## config.mk

```make
export PLATFORM = sky130hd
export DESIGN_NAME = reg_list_sequencer
export DESIGN_NICKNAME = d
export VERILOG_FILES = /design/src/rtl/reg_list_sequencer.sv
export SDC_FILE = /design/constraint.sdc
export NUM_CORES = 1
export LEC_CHECK = 0
export ABC_CLOCK_PERIOD_IN_PS = 3150
export CAP_MARGIN = 10
export CELL_PAD_IN_SITES_DETAIL_PLACEMENT = 0
export CELL_PAD_IN_SITES_GLOBAL_PLACEMENT = 1
export CORE_AREA = 2 2 178 180
export CTS_CLUSTER_DIAMETER = 80
export DETAILED_ROUTE_END_ITERATION = 7
export DIE_AREA = 0 0 180 182
export PLACE_DENSITY_LB_ADDON = 0.05
export SYNTH_ARGS = -nofsm -noshare
export SYNTH_HDL_FRONTEND = slang
export SYNTH_SLANG_ARGS = --single-unit
```

## constraint.sdc

```tcl
create_clock -name clk -period 3.15 [get_ports clk]
set_clock_uncertainty 0.15 [all_clocks]
set_input_delay 0.315 -clock clk [delete_from_list [all_inputs] [get_ports clk]]
set_output_delay 0.315 -clock clk [all_outputs]
set_load 0.05 [all_outputs]
```

## src/rtl/reg_list_sequencer.sv

```systemverilog
// LDM/STM block-transfer sequencer: walks a 16-bit register list, one register per memory beat.
// Optional feature: define USER_BANK_EN to let the latched user_bank flag force user-mode M during XFER.
module reg_list_sequencer #(
  parameter int ADDR_W = 32,
  parameter int DATA_W = 32
) (
  input  logic              clk,
  input  logic              rst,
  input  logic              start,
  input  logic              is_load,
  input  logic              up,
  input  logic              pre,
  input  logic              writeback,
  input  logic [3:0]        base_reg,
  input  logic [ADDR_W-1:0] base_val,
  input  logic [15:0]       reg_list,
  input  logic [4:0]        cur_mode,
  input  logic              user_bank,
  input  logic              mem_ready,
  input  logic [DATA_W-1:0] mem_rdata,
  input  logic [DATA_W-1:0] r_data_a,
  output logic              mem_req,
  output logic              mem_we,
  output logic [ADDR_W-1:0] mem_addr,
  output logic [DATA_W-1:0] mem_wdata,
  output logic [3:0]        r_addr_a,
  output logic [3:0]        w_addr,
  output logic [DATA_W-1:0] w_data,
  output logic              write_reg,
  output logic              write_pc,
  output logic [DATA_W-1:0] pc_data,
  output logic [4:0]        M,
  output logic              busy,
  output logic              done
);

  typedef enum logic [1:0] {IDLE, XFER, WB, DONE} state_e;

  localparam logic [ADDR_W-1:0] WORD = ADDR_W'(4);

  function automatic logic [4:0] popcount16(input logic [15:0] v);
    logic [4:0] c;
    c = '0;
    for (int i = 0; i < 16; i++) c = c + 5'(v[i]);
    return c;
  endfunction

  function automatic logic [3:0] lowest_set(input logic [15:0] v);
    logic [3:0] idx;
    idx = '0;
    for (int i = 15; i >= 0; i--) if (v[i]) idx = 4'(i);
    return idx;
  endfunction

  state_e            state_q, state_d;
  logic [15:0]       list_q, list_d;
  logic [ADDR_W-1:0] addr_q, addr_d;
  logic [ADDR_W-1:0] final_q, final_d;
  logic              load_q, load_d;
  logic              do_wb_q, do_wb_d;
  logic [3:0]        base_reg_q, base_reg_d;

  logic [4:0]        n;
  logic [ADDR_W-1:0] four_n;
  logic [3:0]        idx;
  logic              last_beat;

  assign n         = popcount16(reg_list);
  assign four_n    = ADDR_W'({n, 2'b00});
  assign idx       = lowest_set(list_q);
  assign last_beat = ((list_q & (list_q - 16'd1)) == 16'd0);

`ifdef USER_BANK_EN
  logic ub_q, ub_d;
`else
  logic unused_user_bank;
  assign unused_user_bank = user_bank;
`endif

  // NOTE: every output and next-state variable gets a default first so no path leaves one unassigned (no latches).
  always_comb begin
    state_d    = state_q;
    list_d     = list_q;
    addr_d     = addr_q;
    final_d    = final_q;
    load_d     = load_q;
    do_wb_d    = do_wb_q;
    base_reg_d = base_reg_q;
`ifdef USER_BANK_EN
    ub_d       = ub_q;
`endif
    mem_req    = 1'b0;
    mem_we     = 1'b0;
    mem_addr   = '0;
    mem_wdata  = '0;
    r_addr_a   = '0;
    w_addr     = '0;
    w_data     = '0;
    write_reg  = 1'b0;
    write_pc   = 1'b0;
    pc_data    = '0;
    M          = cur_mode;
    busy       = (state_q != IDLE);
    done       = 1'b0;

    unique case (state_q)
      IDLE: begin
        if (start) begin
          list_d     = reg_list;
          load_d     = is_load;
          base_reg_d = base_reg;
          final_d    = up ? base_val + four_n : base_val - four_n;
          // Decrementing modes still walk upward: start at the lowest word of the block.
          unique case ({up, pre})
            2'b10:   addr_d = base_val;
            2'b11:   addr_d = base_val + WORD;
            2'b00:   addr_d = base_val - four_n + WORD;
            default: addr_d = base_val - four_n;
          endcase
          // An empty list never touches the base; a loaded base keeps the loaded value.
          do_wb_d = writeback && (n != 5'd0) && !(is_load && reg_list[base_reg]);
`ifdef USER_BANK_EN
          ub_d    = user_bank;
`endif
          state_d = (n != 5'd0) ? XFER : WB;
        end
      end
      XFER: begin
        mem_req  = 1'b1;
        mem_addr = addr_q;
        if (load_q) begin
          if (mem_ready) begin
            if (idx == 4'd15) begin
              write_pc = 1'b1;
              pc_data  = mem_rdata;
            end else begin
              write_reg = 1'b1;
              w_addr    = idx;
              w_data    = mem_rdata;
            end
          end
        end else begin
          mem_we    = 1'b1;
          r_addr_a  = idx;
          mem_wdata = r_data_a;
        end
`ifdef USER_BANK_EN
        if (ub_q) M = 5'b10000;
`endif
        if (mem_ready) begin
          list_d = list_q & (list_q - 16'd1);
          addr_d = addr_q + WORD;
          if (last_beat) state_d = WB;
        end
      end
      WB: begin
        if (do_wb_q) begin
          write_reg = 1'b1;
          w_addr    = base_reg_q;
          w_data    = DATA_W'(final_q);
        end
        state_d = DONE;
      end
      DONE: begin
        done    = 1'b1;
        state_d = IDLE;
      end
      default: state_d = IDLE;
    endcase
  end

  // NOTE: state registers use non-blocking assignments so every flop samples pre-edge values.
  always_ff @(posedge clk or negedge rst) begin
    if (!rst) begin
      state_q    <= IDLE;
      list_q     <= '0;
      addr_q     <= '0;
      final_q    <= '0;
      load_q     <= 1'b0;
      do_wb_q    <= 1'b0;
      base_reg_q <= '0;
`ifdef USER_BANK_EN
      ub_q       <= 1'b0;
`endif
    end else begin
      state_q    <= state_d;
      list_q     <= list_d;
      addr_q     <= addr_d;
      final_q    <= final_d;
      load_q     <= load_d;
      do_wb_q    <= do_wb_d;
      base_reg_q <= base_reg_d;
`ifdef USER_BANK_EN
      ub_q       <= ub_d;
`endif
    end
  end

endmodule

```

==> reports/metrics.cfg, run 1 <==
[power]
total_power_mw=15.3
worst_ir_drop_vdd_mv=0.531
power_leakage_nw=7.89
power-per-cell-area_nw_per_um2=820

[route]
wl_mm=44.3
routedWlPerCell_um=19.7
met3_length_mm=1.38
drt_first_pass_iters=5
route.antenna.remaining_nets=0
detail_route.drc_violations=0
detail_route.vias_per_cell=5.35
initialDrtViolationCount=618
met1_length_mm=18.3
total_via_count_in_the_routed_design=12000
met2RoutedLength_mm=23.4
highest_signal_layer_in_the_routed_design=met4

[clock_tree]
tritoncts_clock_tree=yes
clkTransAtPathRegs_ns=0.07
clkSinkCount=88
clk_latency_ns=0.36
root_buffer=clkbuf_16
clock_tree.buffer_depth=2
clock_buffer_count_from_cts=9
h-tree-depth=3

[final_layout]
final_layout_size_suffix_gt1_frac=0.443
area_delta_synth_final_pct=90.9
area_of_combinational_cells_with_multiple_inputs_um2=8610
diodes=0
regArea_um2=2200
postLayoutCoreUtil=0.601
layout.nets=2006
n_fill_cell=2771

[critical_path]
worstSetupPathType=in2reg
r2r-end=state_q[1]$_DFFE_PN0P_
setup.reg_to_reg.worst_slack_ns=-0.11
worstSetupEndpointType=flop
start_kind=input port
critPathRequiredTime_ns=3.28
crit_path_max_fanout=5
reg2reg_depth=10
arrival_ns=6.20
crit-reg2reg-launch=list_q[10]$_DFFE_PN0P_

[sta]
fin_crit_sh=1.93
rsz_0062_raised_after_global_routing=true
period_needed_ns=6.07
relSlewSlack=0.384
finalHoldViolations=0
fin_worst_setup_slack_ns=-2.92
fmax_ghz=0.165
maxSlewViolCount=0
final-setup-viol-count=133
tightest_slew_ns=0.923

[die]
placement_rows=65
die_area_um2=32800
core_um2=31000
die-width_um=180
pin_count=277
dieHeight_um=182
floorplan.initialDensity=0.315

[placed_design]
finalWeightedCongestion=0.941
numPortBuffers=265
dpl.hpwl_mm=34.6

[synthesis]
yosysMostFrequentCell=nand2_1
yosysUniqueCellTypes=83
synth.yosys.warnings=0
synthTopCellsByCount=140 x nand2_1, 109 x o21ai_0, 104 x and2_1
synthesis.nets=1474
synth-edff-count=0
synth_ff_type=dfrtp_1
syn_avg_cell_area_um2=7.47
synthArstFlopShare=1.00
mappedNetlistArea_um2=9750
synth.yosys.seq_area_share=0.226
synth-seq-cells=88
synth_top_cell_by_area=dfrtp_1
syn_inst=1306
synth_top_area_frac=0.226
synth_area_leaders=dfrtp_1 23%, and2_1 6.7%, o21ai_0 5.6%

[min_path]
worst_hold_startpoint=reg_list[15]
hold_path_depth=3
worst_hold_path.endpoint=list_q[15]$_DFFE_PN0P_
min_path_type=in2reg

[status]
failed_checks=negative setup slack
run_status=finished, violations left

[global_route]
grt_antenna_before_repair=0
grt_first_pass_wirelength_mm=69.2
grt.total_usage=0.266
via_count_of_the_first_global_routing_pass=12300
grt-ovfl-total=0
grt_start_max_net_pins=62

[run]
maxCapViolations=0

[stage by stage]
stage	setup WS (ns)	cells	instance area [um^2]	hold WS, ns	setup TNS (ns)
after floorplan	-2.88	1306	10300	-0.131	-133.18
after global placement	-3.64	2160	16300	0.223	-193.01
after detailed placement	-3.70	2160	16300	0.219	-195.18
after CTS	-2.95	2221	17900	0.136	-171.23
after global routing	-3.11	2245	18600	0.138	-187.88
final	-2.92	2245	18600	0.140	-164.98
[how the worst max path moves through the flow]
stage / start / endpoint / slack, ns / cells past startpoint
global placement: reg_list[5] / addr_q[15]$_DFFE_PN0P_ / -3.64 / 26
detailed placement: reg_list[5] / addr_q[15]$_DFFE_PN0P_ / -3.70 / 26
floorplan: reg_list[11] / addr_q[29]$_DFFE_PN0P_ / -2.88 / 24
global route: reg_list[5] / addr_q[24]$_DFFE_PN0P_ / -3.11 / 26
finish: reg_list[11] / addr_q[29]$_DFFE_PN0P_ / -2.92 / 24
CTS: reg_list[15] / addr_q[29]$_DFFE_PN0P_ / -2.95 / 24
[routing by layer]
layer	track usage	vias to the layer above
met5	0	-
met4	0.0914	0
met3	0.0293	67
met2	0.500	292
met1	0.313	5898
li1	-	5751
[final cells by class]
type	count	area share
repair buffers	628	0.363
flip-flops and latches	88	0.118
clock buffers	10	0.0128
multi-input cells	1049	0.462
well taps	402	0.0270
inverters	62	0.0129
clock inverters	6	0.00349
[report_power, final]
group / switching, mW / internal [mW]
registers: 0.586 / 1.72
clock network: 0.507 / 0.641
logic: 6.29 / 5.54
total: 7.38 / 7.89
[cell usage in the layout, fill, tap and decap left out, drive strengths merged, types with 13 or more instances in the layout]
master	Yosys	layout
xor2	28	28
a211oi	23	23
and2	104	104
xnor2	49	49
ha	26	26
nor3	26	26
a21oi	67	67
nor2	85	85
o21ai	112	112
clkdlybuf4s50	0	135
and3	19	19
a22o	43	43
nor2b	13	13
buf	19	488
nor4	18	18
clkbuf	88	14
nand2	140	140
a31oi	20	20
o22ai	14	14
inv	61	63
or4	14	14
dfrtp	88	88
nand3	36	36
or3	20	20
nand4	26	26
[logic make-up after synthesis]
group,Yosys count,synth area share
xor+xnor,77,0.0692
compound gates,371,0.251
simple gates,536,0.292
mux,26,0.0343
fa+ha+maj,39,0.0590
buf+inv,169,0.0680
flops,88,0.226
[registers in the layout (all words and copies together) (netlist names)]
signal      count
final_q        32
addr_q         32
state_q         2
list_q         16
do_wb_q         1
load_q          1
base_reg_q      4
[worst max-delay path, cell delays in order]
cell and delay (ns):
buf_6 0.10, fa_1 0.55, inv_2 0.04, fa_1 0.48, inv_2 0.04, fa_1 0.47, inv_2 0.07, fa_2 0.43
inv_2 0.08, ha_4 0.12, inv_2 0.03, fa_2 0.35, xor2_2 0.19, ha_1 0.24, and2b_2 0.27, a2111oi_4 0.46
buf_4 0.21, o31ai_4 0.07, a222oi_1 0.40, and4_4 0.35, nand4_4 0.08, o31a_1 0.29, o311a_1 0.36, a211oi_2 0.19
[timing repair]
| action | CTS | global route |
|---|---|---|
| buffers inserted | 40 | 36 |
| resized for setup | 266 | 146 |
| hold endpoints to repair | 42 | 0 |
| pin swaps | 107 | 97 |
| setup endpoints to repair | 133 | 151 |
| hold buffers | 1 | 0 |
| cloned | 6 | 0 |
No activity file was read; power rests on OpenSTA's default activity.
==> run 2, diff against run 1 <==
Settings changed: CORE_AREA 2 2 178 180 to 2 2 156 158, DIE_AREA 0 0 180 182 to 0 0 158 160, DONT_BUFFER_PORTS set to 1, GPL_TIMING_DRIVEN set to 1.
==> reports/metrics.cfg, run 2 (same netlist as run 1, synthesis figures left out) <==
[critical_path]
worst_path_max_delay_cell=fa_2
crit_path_max_fanout=8
worstSetupEndpointType=flop
cp_cell_sequence=inv_1 -> fa_1 -> inv_1 -> fa_2 -> fa_1 -> inv_1 -> fa_1 -> inv_2 -> ha_4 -> inv_2 -> fa_2 -> xor2_2 -> inv_2 -> ha_4 -> and2b_2 -> a2111oi_4 -> buf_6 -> nor4_4 -> xnor2_2 -> nor4_4 -> nand4_2 -> o31a_1 -> o311a_1 -> a211oi_2
worstSetupPathType=in2reg
arrival_ns=5.88
worst-path-buf-inv=7
start_kind=input port
critical_path.top_delay_family=adder cells
critPathRequiredTime_ns=3.28
worst_path_largest_cell_delay_ns=0.54

[route]
highest_signal_layer_in_the_routed_design=met4
met1_length_mm=16.5
met3_length_mm=2.33
detail_route.drc_violations=0
detail_route.vias_per_cell=5.83
routedWlPerCell_um=21.6
met2RoutedLength_mm=20.6
wl_mm=40.7
route.antenna.remaining_nets=0
initialDrtViolationCount=695
total_via_count_in_the_routed_design=11000
drt_first_pass_iters=5

[clock_tree]
clkSinkCount=88
h-tree-depth=3
clock_buffer_count_from_cts=9
root_buffer=clkbuf_16
clkTransAtPathRegs_ns=0.07
clk_latency_ns=0.37
clock_tree.buffer_depth=2
tritoncts_clock_tree=yes

[global_route]
grt_start_max_net_pins=89
via_count_of_the_first_global_routing_pass=10800
grt_antenna_before_repair=0
grt-ovfl-total=0
grt_first_pass_wirelength_mm=61.6
grt.total_usage=0.313

[final_layout]
diodes=0
area_of_combinational_cells_with_multiple_inputs_um2=8310
area_delta_synth_final_pct=54.2
regArea_um2=2200
final_cell_mix=214 x buf_4, 129 x nand2_1, 86 x dfrtp_1, 72 x and2_1, 70 x nor2_1
final_layout_size_suffix_gt1_frac=0.392
n_fill_cell=2125
layout.nets=1721
mostFrequentLayoutCell=buf_4
reg.largest.list=addr_q: 32 flops, final_q: 32 flops, list_q: 16 flops
final_cell_count_no_fill=1882

[sta]
fmax_ghz=0.174
rsz_0062_raised_after_global_routing=true
fin_crit_sh=1.83
holdWs_ns=-0.0109
finalHoldViolations=3
fin_worst_setup_slack_ns=-2.60
relSlewSlack=0.455
maxSlewViolCount=0
period_needed_ns=5.75
final-setup-viol-count=132
tightest_slew_ns=0.814

[die]
pin_count=277
core_um2=23800
floorplan.initialDensity=0.409
die-width_um=158
dieHeight_um=160
die_area_um2=25300
placement_rows=57

[placed_design]
finalWeightedCongestion=0.924
numPlacedInstances=1797
numPortBuffers=0
dpl.hpwl_mm=29.8

[power]
power_leakage_nw=6.30
worst_ir_drop_vdd_mv=0.534
total_power_mw=13.8
power-per-cell-area_nw_per_um2=920

[min_path]
min_path_type=in2reg

[status]
failed_checks=negative hold slack, negative setup slack
run_status=finished, violations left

[run]
maxCapViolations=0

[run 2: worst reg2reg max path, delay by kind of cell (launching register included)]
family / cells / cell delay (ns)
multiplexers: 1 / 0.32
AND/OR/NAND/NOR: 5 / 1.41
flip-flops: 1 / 0.40
AO/OA/AOI/OAI: 3 / 0.55
buffers and inverters: 2 / 0.29
[run 2: worst paths after layout]
| kind | depth (start not counted) | startpoint | slack [ns] | end |
|---|---|---|---|---|
| setup reg to reg | 11 | list_q[8]$_DFFE_PN0P_ | -0.09 | state_q[1]$_DFFE_PN0P_ |
| min in group asynchronous | 2 | rst | 0.38 | list_q[13]$_DFFE_PN0P_ |
| max in group asynchronous | 2 | rst | 2.08 | final_q[13]$_DFFE_PN0P_ |
| hold / removal | 2 | base_val[29] | -0.01 | final_q[29]$_DFFE_PN0P_ |
| setup / recovery | 24 | reg_list[7] | -2.60 | addr_q[29]$_DFFE_PN0P_ |
| hold reg to reg | 2 | addr_q[1]$_DFFE_PN0P_ | 0.34 | addr_q[1]$_DFFE_PN0P_ |
[run 2: final cells by class]
class / instances / area share
Clock buffer: 10 / 0.0159
Timing Repair Buffer: 343 / 0.239
Sequential cell: 88 / 0.147
Tap cell: 324 / 0.0270
Clock inverter: 6 / 0.00291
Multi-Input combinational cell: 1049 / 0.553
Inverter: 62 / 0.0158
[run 2: stage by stage]
stage	hold WS [ns]	worst slack, ns	cell area (um^2)	utilization	TNS [ns]
global placement	-0.129	-3.07	13000	0.546	-156.83
global route	0.00622	-2.87	15000	0.631	-162.30
floorplan	-0.131	-2.88	10300	-	-133.18
finish	-0.0109	-2.60	15000	0.631	-144.12
CTS	0.00290	-2.60	14600	0.613	-143.83
detailed placement	-0.129	-3.08	13000	0.546	-158.53
[run 2: what timing repair did]
item / in CTS / in global routing
resized for setup: 182 / 104
endpoints found under the setup margin: 132 / 161
buffers inserted: 24 / 18
hold buffers: 28 / 1
pin swaps: 81 / 70
hold endpoints to repair: 116 / 1
cloned: 9 / 1
[run 2: layer usage]
metal,track usage,vias to the layer above
met4,0.104,0
met1,0.382,5337
li1,-,5192
met5,0,-
met2,0.554,378
met3,0.0513,68
[run 2: power by group]
group	switching, mW	internal (mW)	leakage [nW]
sequential	0.602	1.72	1.07
clock	0.522	0.560	0.139
combinational	5.91	4.53	5.09
total	7.03	6.81	6.30
==> run 3, diff against run 2 <==
Settings changed: GPL_ROUTABILITY_DRIVEN set to 0.
==> reports/metrics.cfg, run 3 (same netlist as run 1, synthesis figures left out) <==
[global_route]
grt_first_pass_wirelength_mm=62.9
via_count_of_the_first_global_routing_pass=11200
grt.total_usage=0.318
grt_start_max_net_pins=89
grt-ovfl-total=0
grt_antenna_before_repair=0

[route]
route.antenna.remaining_nets=0
drt_first_pass_iters=7
total_via_count_in_the_routed_design=11300
detail_route.drc_violations=0
routedWlPerCell_um=21.6
wl_mm=41.4
detail_route.vias_per_cell=5.90
initialDrtViolationCount=820

[die]
placement_rows=57
pin_count=277
dieHeight_um=160
die-width_um=158
core_um2=23800
floorplan.initialDensity=0.409
die_area_um2=25300

[clock_tree]
clock_buffer_count_from_cts=9
clk_latency_ns=0.36
clock_tree.buffer_depth=2
tritoncts_clock_tree=yes
h-tree-depth=3
clkSinkCount=88
root_buffer=clkbuf_16
clkTransAtPathRegs_ns=0.07

[critical_path]
worstSetupPathType=in2reg
arrival_ns=5.92
critPathRequiredTime_ns=3.27
setup.reg_to_reg.worst_slack_ns=-0.05
crit_path_max_fanout=4
crit-reg2reg-launch=list_q[9]$_DFFE_PN0P_
worstSetupEndpointType=flop
startpoint=reg_list[11]
start_kind=input port
reg2reg_depth=11
r2r-end=state_q[1]$_DFFE_PN0P_

[power]
netSwitchingFraction=0.492
power_spent_charging_and_discharging_nets_mw=7.51
power-per-cell-area_nw_per_um2=962
power_frac_comb=0.772
power.share.sequential=0.152
internal_power_mw=7.76
clock_power_share=0.076
power_leakage_nw=6.63
worst_ir_drop_vdd_mv=0.580

[final_layout]
n_fill_cell=1968
area_of_combinational_cells_with_multiple_inputs_um2=8690
final_layout_size_suffix_gt1_frac=0.430
diodes=0
final_cell_area_um2=15900
layout.nets=1752
mostFrequentLayoutCell=buf_4
regArea_um2=2200
area_delta_synth_final_pct=62.8
final_cell_mix=205 x buf_4, 127 x nand2_1, 87 x dfrtp_1, 72 x buf_6, 70 x and2_1
reg.largest.list=addr_q: 32 flops, final_q: 32 flops, list_q: 16 flops

[run]
maxCapViolations=0

[min_path]
hold_path_depth=2
min_path_type=in2reg
worst_hold_path.endpoint=do_wb_q$_DFFE_PN0P_
worst_hold_startpoint=writeback

[sta]
maxSlewViolCount=0
final-setup-viol-count=132
tightest_slew_ns=0.751
fin_worst_setup_slack_ns=-2.65
period_needed_ns=5.80
relSlewSlack=0.495
fin_crit_sh=1.84
fmax_ghz=0.172
finalHoldViolations=0
rsz_0062_raised_after_global_routing=true

[status]
run_status=finished, violations left
failed_checks=negative setup slack

[placed_design]
placedInstanceArea_um2=13000
dpl.hpwl_mm=29.6
detailedPlace.worstSlack_ns=-3.08
numPortBuffers=0

[run 3: layout make-up]
type,instances,area share
Multi-Input combinational cell,1049,0.548
Inverter,62,0.0154
Sequential cell,88,0.139
Timing Repair Buffer,374,0.253
Tap cell,324,0.0255
Clock buffer,10,0.0151
Clock inverter,6,0.00418
[run 3: power by group through the flow]
stage | clock [mW] | combinational [mW] | sequential, mW
after floorplan | 0 | 5.87 | 2.11
after global placement | 0 | 8.89 | 2.30
after detailed placement | 0 | 8.96 | 2.32
after CTS | 1.18 | 11.2 | 2.31
after global routing | 1.22 | 12.6 | 2.41
final | 1.16 | 11.8 | 2.32
[run 3: worst max path at each step]
| stage | end | slack, ns | depth (start not counted) |
|---|---|---|---|
| finish | addr_q[29]$_DFFE_PN0P_ | -2.65 | 25 |
| global route | addr_q[24]$_DFFE_PN0P_ | -2.88 | 25 |
| CTS | addr_q[29]$_DFFE_PN0P_ | -2.58 | 23 |
| detailed placement | addr_q[29]$_DFFE_PN0P_ | -3.08 | 23 |
| global placement | addr_q[10]$_DFFE_PN0P_ | -3.04 | 27 |
| floorplan | addr_q[29]$_DFFE_PN0P_ | -2.88 | 24 |
[run 3: critical path: stages]
cell      delay, ns
fa_1           0.52
inv_1          0.05
fa_1           0.49
inv_2          0.04
fa_1           0.48
inv_1          0.05
fa_2           0.53
inv_2          0.04
ha_4           0.15
inv_2          0.05
fa_2           0.22
nor2b_2        0.05
o21ai_2        0.19
inv_2          0.09
ha_4           0.29
buf_4          0.11
nand2b_4       0.13
nand2_4        0.07
or4_1          0.42
a222oi_1       0.43
and4_4         0.35
nand4_4        0.12
o31a_1         0.26
o311a_1        0.31
a211oi_2       0.15
[run 3: layer usage]
| layer | share of wire | GRT usage |
|---|---|---|
| met1 | 0.39 | 0.388 |
| met2 | 0.50 | 0.548 |
| met3 | 0.061 | 0.0480 |
| met4 | 0.049 | 0.145 |
| met5 | 0 | 0 |
[run 3: repair_timing]
item | in CTS | in global routing
hold buffers | 31 | 2
buffers inserted | 49 | 24
hold endpoints to repair | 119 | 2
gates cloned | 7 | 1
gates resized for setup | 313 | 95
setup endpoints to repair | 132 | 133
pin swaps | 139 | 93
[run 3: stage by stage]
step,utilization,std cells,hold slack (ns),power [mW],setup TNS (ns)
2_1_floorplan,-,1306,-0.131,7.99,-133.18
3_3_place_gp,0.545,1796,-0.129,11.2,-156.00
3_5_place_dp,0.545,1796,-0.129,11.3,-157.63
4_1_cts,0.644,1894,0.00127,14.6,-149.99
5_1_grt,0.666,1913,0.00890,16.2,-170.68
6_report,0.666,1913,0.00534,15.3,-152.20
